$ cat src/rtl/mips_reg_pkg.sv
// Shared MIPS register-file definitions: register indices, reserved-index mask,
// access-owner and lock-state encodings used by the register-file arbiter.
package mips_reg_pkg;

    localparam logic [4:0] REG_ZERO = 5'd0,  REG_AT = 5'd1,  REG_V0 = 5'd2,  REG_V1 = 5'd3;
    localparam logic [4:0] REG_A0   = 5'd4,  REG_A1 = 5'd5,  REG_A2 = 5'd6,  REG_A3 = 5'd7;
    localparam logic [4:0] REG_T0   = 5'd8,  REG_T1 = 5'd9,  REG_T2 = 5'd10, REG_T3 = 5'd11;
    localparam logic [4:0] REG_T4   = 5'd12, REG_T5 = 5'd13, REG_T6 = 5'd14, REG_T7 = 5'd15;
    localparam logic [4:0] REG_S0   = 5'd16, REG_S1 = 5'd17, REG_S2 = 5'd18, REG_S3 = 5'd19;
    localparam logic [4:0] REG_S4   = 5'd20, REG_S5 = 5'd21, REG_S6 = 5'd22, REG_S7 = 5'd23;
    localparam logic [4:0] REG_T8   = 5'd24, REG_T9 = 5'd25, REG_K0 = 5'd26, REG_K1 = 5'd27;
    localparam logic [4:0] REG_GP   = 5'd28, REG_SP = 5'd29, REG_FP = 5'd30, REG_RA = 5'd31;

    // $at, $k0 and $k1 are not wired into the read mux
    localparam logic [31:0] RSVD_MASK = 32'h0C00_0002;

    typedef enum logic [1:0] {
        OWN_NONE = 2'd0,
        OWN_CPU  = 2'd1,
        OWN_DMA  = 2'd2
    } owner_t;

    typedef enum logic {
        LK_FREE = 1'b0,
        LK_HELD = 1'b1
    } lock_state_t;

    function automatic logic is_reserved(input logic [4:0] idx);
        return RSVD_MASK[idx];
    endfunction

    function automatic logic is_masked(input logic [4:0] idx);
        return (idx == REG_ZERO) || RSVD_MASK[idx];
    endfunction

endpackage

$ cat src/rtl/regarb_wait_counter.sv
// Saturating counter with clear/increment and an at-limit flag; used for DMA
// starvation tracking and for bounding locked DMA bursts.
module regarb_wait_counter #(
    parameter int MAX = 8
) (
    input  logic clk,
    input  logic reset,
    input  logic clr,
    input  logic inc,
    output logic at_max
);

    localparam int W = $clog2(MAX + 1);
    localparam logic [W-1:0] MAXV = W'(MAX);

    logic [W-1:0] cnt;

    always_ff @(posedge clk or posedge reset) begin
        if (reset)
            cnt <= '0;
        else if (clr)
            cnt <= '0;
        else if (inc && (cnt != MAXV))
            cnt <= cnt + 1'b1;
    end

    assign at_max = (cnt == MAXV);

endmodule

$ cat src/rtl/regfile_access_arbiter.sv
// CPU/DMA arbiter for the 32x32 MIPS register file: CPU priority with a DMA
// starvation override. Define REGARB_DMA_LOCK_EN to add the dma_lock burst feature.
module regfile_access_arbiter
    import mips_reg_pkg::*;
#(
    parameter int MAX_WAIT = 8
`ifdef REGARB_DMA_LOCK_EN
    , parameter int LOCK_MAX = 16
`endif
) (
    input  logic        clk,
    input  logic        reset,
    input  logic        cpu_req,
    input  logic        cpu_we,
    input  logic [4:0]  cpu_addr,
    input  logic [31:0] cpu_wdata,
    output logic        cpu_gnt,
    output logic        cpu_rvalid,
    output logic [31:0] cpu_rdata,
    input  logic        dma_req,
    input  logic        dma_we,
    input  logic [4:0]  dma_addr,
    input  logic [31:0] dma_wdata,
    output logic        dma_gnt,
    output logic        dma_rvalid,
    output logic [31:0] dma_rdata,
    output logic        dma_err,
`ifdef REGARB_DMA_LOCK_EN
    input  logic        dma_lock,
`endif
    output logic [4:0]  rf_sel,
    input  logic [31:0] rf_rdata,
    output logic        rf_we,
    output logic [4:0]  rf_waddr,
    output logic [31:0] rf_wdata
);

    owner_t      win;
    owner_t      s1_owner;
    logic        win_we;
    logic [4:0]  win_addr;
    logic [31:0] win_wdata;
    logic        s1_rd_ok;
    logic        s1_rsvd;
    logic        wait_at_max;
    logic        lock_hold;

    regarb_wait_counter #(.MAX(MAX_WAIT)) u_wait (
        .clk    (clk),
        .reset  (reset),
        .clr    (!dma_req || (win == OWN_DMA)),
        .inc    (dma_req && (win != OWN_DMA)),
        .at_max (wait_at_max)
    );

`ifdef REGARB_DMA_LOCK_EN
    lock_state_t lock_state;
    lock_state_t lock_next;
    logic        lock_at_max;
    logic        lock_inc;
    logic        lock_clr;

    always_ff @(posedge clk or posedge reset) begin
        if (reset)
            lock_state <= LK_FREE;
        else
            lock_state <= lock_next;
    end

    always_comb begin
        lock_next = lock_state;
        case (lock_state)
            LK_FREE: if ((win == OWN_DMA) && dma_lock) lock_next = LK_HELD;
            LK_HELD: if (!dma_lock) lock_next = LK_FREE;
            default: lock_next = LK_FREE;
        endcase
    end

    // A held lock at its burst limit yields one cycle to normal priority, then resumes
    always_comb begin
        lock_hold = 1'b0;
        if (lock_state == LK_HELD)
            lock_hold = dma_lock && !lock_at_max;
    end

    assign lock_inc = (win == OWN_DMA) && dma_lock;
    assign lock_clr = (lock_state == LK_FREE) ? !lock_inc : (!dma_lock || lock_at_max);

    regarb_wait_counter #(.MAX(LOCK_MAX)) u_lock (
        .clk    (clk),
        .reset  (reset),
        .clr    (lock_clr),
        .inc    (lock_inc),
        .at_max (lock_at_max)
    );
`else
    assign lock_hold = 1'b0;
`endif

    always_comb begin
        win = OWN_NONE;
        if (dma_req && (lock_hold || wait_at_max || !cpu_req))
            win = OWN_DMA;
        else if (cpu_req && !lock_hold)
            win = OWN_CPU;
    end

    assign win_we    = (win == OWN_DMA) ? dma_we    : cpu_we;
    assign win_addr  = (win == OWN_DMA) ? dma_addr  : cpu_addr;
    assign win_wdata = (win == OWN_DMA) ? dma_wdata : cpu_wdata;

    // Grant stage: register-file controls are driven during the cycle after arbitration
    always_ff @(posedge clk or posedge reset) begin
        if (reset) begin
            cpu_gnt  <= 1'b0;
            dma_gnt  <= 1'b0;
            s1_owner <= OWN_NONE;
            s1_rd_ok <= 1'b0;
            s1_rsvd  <= 1'b0;
            rf_we    <= 1'b0;
            rf_sel   <= '0;
            rf_waddr <= '0;
            rf_wdata <= '0;
        end else begin
            cpu_gnt  <= (win == OWN_CPU);
            dma_gnt  <= (win == OWN_DMA);
            s1_owner <= win;
            s1_rd_ok <= !win_we && !is_masked(win_addr);
            s1_rsvd  <= is_reserved(win_addr);
            rf_we    <= (win != OWN_NONE) && win_we && !is_masked(win_addr);
            if (win != OWN_NONE) begin
                rf_sel   <= win_addr;
                rf_waddr <= win_addr;
                rf_wdata <= win_wdata;
            end
        end
    end

    always_ff @(posedge clk or posedge reset) begin
        if (reset) begin
            cpu_rvalid <= 1'b0;
            cpu_rdata  <= '0;
            dma_rvalid <= 1'b0;
            dma_rdata  <= '0;
            dma_err    <= 1'b0;
        end else begin
            cpu_rvalid <= (s1_owner == OWN_CPU);
            dma_rvalid <= (s1_owner == OWN_DMA);
            cpu_rdata  <= ((s1_owner == OWN_CPU) && s1_rd_ok) ? rf_rdata : '0;
            dma_rdata  <= ((s1_owner == OWN_DMA) && s1_rd_ok) ? rf_rdata : '0;
            dma_err    <= (s1_owner == OWN_DMA) && s1_rsvd;
        end
    end

endmodule
$ cat config.mk
export PLATFORM = sky130hd
export DESIGN_NAME = regfile_access_arbiter
export DESIGN_NICKNAME = d
export VERILOG_FILES = /design/src/rtl/mips_reg_pkg.sv /design/src/rtl/regarb_wait_counter.sv /design/src/rtl/regfile_access_arbiter.sv
export SDC_FILE = /design/constraint.sdc
export NUM_CORES = 1
export LEC_CHECK = 0
export ABC_AREA = 1
export BUFFER_PORTS_ARGS = -buffer_cell sky130_fd_sc_hd__buf_2
export CAP_MARGIN = 20
export CELL_PAD_IN_SITES_DETAIL_PLACEMENT = 0
export CELL_PAD_IN_SITES_GLOBAL_PLACEMENT = 1
export CORE_MARGIN = 3
export CORE_UTILIZATION = 32
export DETAILED_ROUTE_END_ITERATION = 6
export PLACE_DENSITY = 0.77
export SLEW_MARGIN = 5
export SYNTH_ARGS = -nofsm -noshare
export SYNTH_HDL_FRONTEND = slang
export SYNTH_SLANG_ARGS = --single-unit
$ cat constraint.sdc
create_clock -name clk -period 4.1 [get_ports clk]
set_input_delay 0.205 -clock clk [delete_from_list [all_inputs] [get_ports clk]]
set_output_delay 0.205 -clock clk [all_outputs]
set_load 0.01 [all_outputs]
==> flow_summary.toml <==
[layout]
antenna_cells = 0
drive_above_1_share = 0.393
fill_cells = 1300
nNetsFinal = 790
area_growth_syn_to_layout_pct = 43.3
postLayoutCoreUtil = 0.470

[worst_setup_path]
path_buf_inv = 2
path_cells = "inv_1, ha_1, nand3_2, nand2_4, nand2_8, inv_2, nand2_1, nand2_1, nand2_1, nor2_1"
crit_top_cell = "nand2_1"
crit_type = "register to register"
critPathSlowestCell = "inv_2"
cp-end-kind = "register"
startpoint_type = "register"
worstPathMaxFanout = 44
required_ns = 4.43
arrival_ns = 2.40
critPathMaxStageDelay_ns = 0.54
cp_top_family = "simple AND/OR/NAND/NOR gates"

[sta]
slew_headroom = 0.542
hold_viol_final = 0
setup_viol = 0
rsz0062_at_grt = "no"
min_period_over_period = 0.506
drv_slew = 0
fmax_mhz = 482
setup_tns_ns = 0
tightest_slew_ns = 0.687
finalClockSkew_ns = 0.00794
fin_crit_ns = 2.08

[power]
peakVddDrop_mv = 0.197
powerDensity_mw_per_mm2 = 470
leakagePower_nw = 3.66

[yosys]
synth_seq_cells = 114
syn_inst = 447
synth_nets = 561
avgSynthCellArea_um2 = 9.75
yosys.area.top_type = "dfrtp_1"
yosysUniqueCellTypes = 22
synth_seq_area_share = 0.654
synth_area_mm2 = 0.00436
synth_top_area_share = 0.654
yosys-top-cells-area = "dfrtp_1, nand3_1, nand2_1, nor2_1, inv_1"
synth_warnings = 0

[clock_tree]
cts_max_path_buffers = 2
path_clk_slew_ns = 0.05
clk_latency_ns = 0.40
cts_root_buf = "clkbuf_16"
cts.repair.resized = 0
cts_sinks = 114
numCtsBuffers = 17
cts_tree = "built"
cts_max_level = 4

[placement]
hpwlAfterDp_mm = 8.64
gp_congestion = 0.771
io_buffers = 223

[detailed_routing]
route.final.wire_length_mm = 11.9
viasPerCell = 4.38
routed-via-count = 3784
drt-pass1-iter-count = 5
drc_errors = 0
routedWlPerCell_um = 13.8
drtIter0Drc = 237
ant_nets = 0

[floorplan]
dieArea_mm2 = 0.0151
initial_core_util = 0.328
die_x_um = 123
die_y_um = 123
core_mm2 = 0.0133
num_rows = 42
io_pins = 224

[global_route]
grt_overflow_total = 0
track_usage = 0.160
grt_pass1_wl_mm = 18.2
antenna_found_initial = 0
grt_max_degree = 56
grt_pass1_vias = 3713

[outcome]
status = "completed"

[hold_path]
hold_class = "input pin to register"

[run]
cap_violations = 0
==> path summary, 6_finish.rpt <==
path / startpoint / end / slack (ns) / cells after the start
worst max-delay path: u_wait.cnt[0]$_DFFE_PP0P_ / rf_we$_DFF_PP0_ / 2.02 / 10
min in group asynchronous: reset / dma_rdata[21]$_DFF_PP0_ / 0.23 / 3
worst max register to register: u_wait.cnt[0]$_DFFE_PP0P_ / rf_we$_DFF_PP0_ / 2.02 / 10
worst min-delay path: dma_wdata[29] / rf_wdata[29]$_DFFE_PP0N_ / 0.02 / 3
worst min register to register: s1_owner[1]$_DFF_PP0_ / cpu_rvalid$_DFF_PP0_ / 0.45 / 1
max in group asynchronous: reset / s1_owner[0]$_DFF_PP0_ / 2.99 / 4
==> layer usage <==
metal	vias to the layer above	routed length [um]	GRT usage
met5	-	0	0
met4	0	167	0.0693
met3	14	1290	0.0618
met2	189	5570	0.262
met1	1751	4860	0.187
li1	1830	-	-
==> what timing repair did <==
action	in CTS	in global routing
endpoints found under the hold margin	13	0
buffers inserted	0	0
hold buffers	8	0
==> stage by stage <==
stage | area, um2 | hold slack, ns | power, mW | worst slack [ns] | std cells
final | 6250 | 0.0231 | 2.94 | 2.02 | 863
after global routing | 6250 | 0.0150 | 3.08 | 1.81 | 863
after CTS | 6250 | 0.00104 | 2.98 | 1.98 | 863
after detailed placement | 5610 | 0.0933 | 1.58 | 1.99 | 825
after global placement | 5550 | 0.0912 | 1.57 | 2.09 | 823
after floorplan | 4360 | 0.311 | 1.42 | 0.879 | 447
==> worst min-delay path, delay by kind of cell <==
kind	cells	cell delay [ns]
simple gates	2	0.11
buf+inv	1	0.07
==> report_power, final <==
part	switching (mW)	total, mW	internal, mW
registers	0.0349	1.23	1.20
logic	0.195	0.332	0.137
clock network	0.481	1.38	0.895
total	0.710	2.94	2.23
==> state kept, by name, summed over array words and instances, names as in the netlist, 2 cells and up <==
register and flops:
rf_waddr 5, u_wait.cnt 4, dma_rdata 32, cpu_rdata 32, s1_owner 2, rf_wdata 32
==> cell usage after synthesis <==
cell	instances
clkbuf_1	6
xor2_1	1
inv_2	3
nor2_2	2
ha_1	2
buf_4	12
nor2_1	78
buf_12	1
buf_2	7
nand2_8	1
nand3b_1	3
and3_1	1
nand3_2	1
a31oi_1	2
dfrtp_1	114
nand3_1	70
xnor2_1	1
nand2_1	91
nand2_2	3
inv_1	43
o21ai_0	3
nand2_4	2
==> cell type report <==
cell class	instances	area, um2	share of cell area
tap	176	220	0.0352
clock inverter	11	115	0.0184
sequential	114	2850	0.457
multi-input combinational	261	1170	0.187
timing repair buffer	236	1270	0.204
clock buffer	19	443	0.0709
inverter	46	175	0.0280
==> cell usage in the layout, fill, tap and decap left out, drive strengths merged <==
cell type    instances
buf                228
dfrtp              114
nand2               97
nor2                80
nand3               71
inv                 46
clkbuf              19
dlygate4sd3          8
clkinv               8
nand3b               3
o21ai                3
a31oi                2
ha                   2
bufinv               2
xnor2                1
and3                 1
xor2                 1
clkinvlp             1
==> kinds of logic (layout without fill, tap and decap cells) <==
kind of cell / count (synthesis) / in the layout / synth area share
flops: 114 / 114 / 0.654
simple gates: 252 / 252 / 0.252
fa+ha+maj: 2 / 2 / 0.00574
xor+xnor: 2 / 2 / 0.00402
compound gates: 5 / 5 / 0.00631
buf+inv: 72 / 312 / 0.0780
Power figures use the tool's default switching activity.
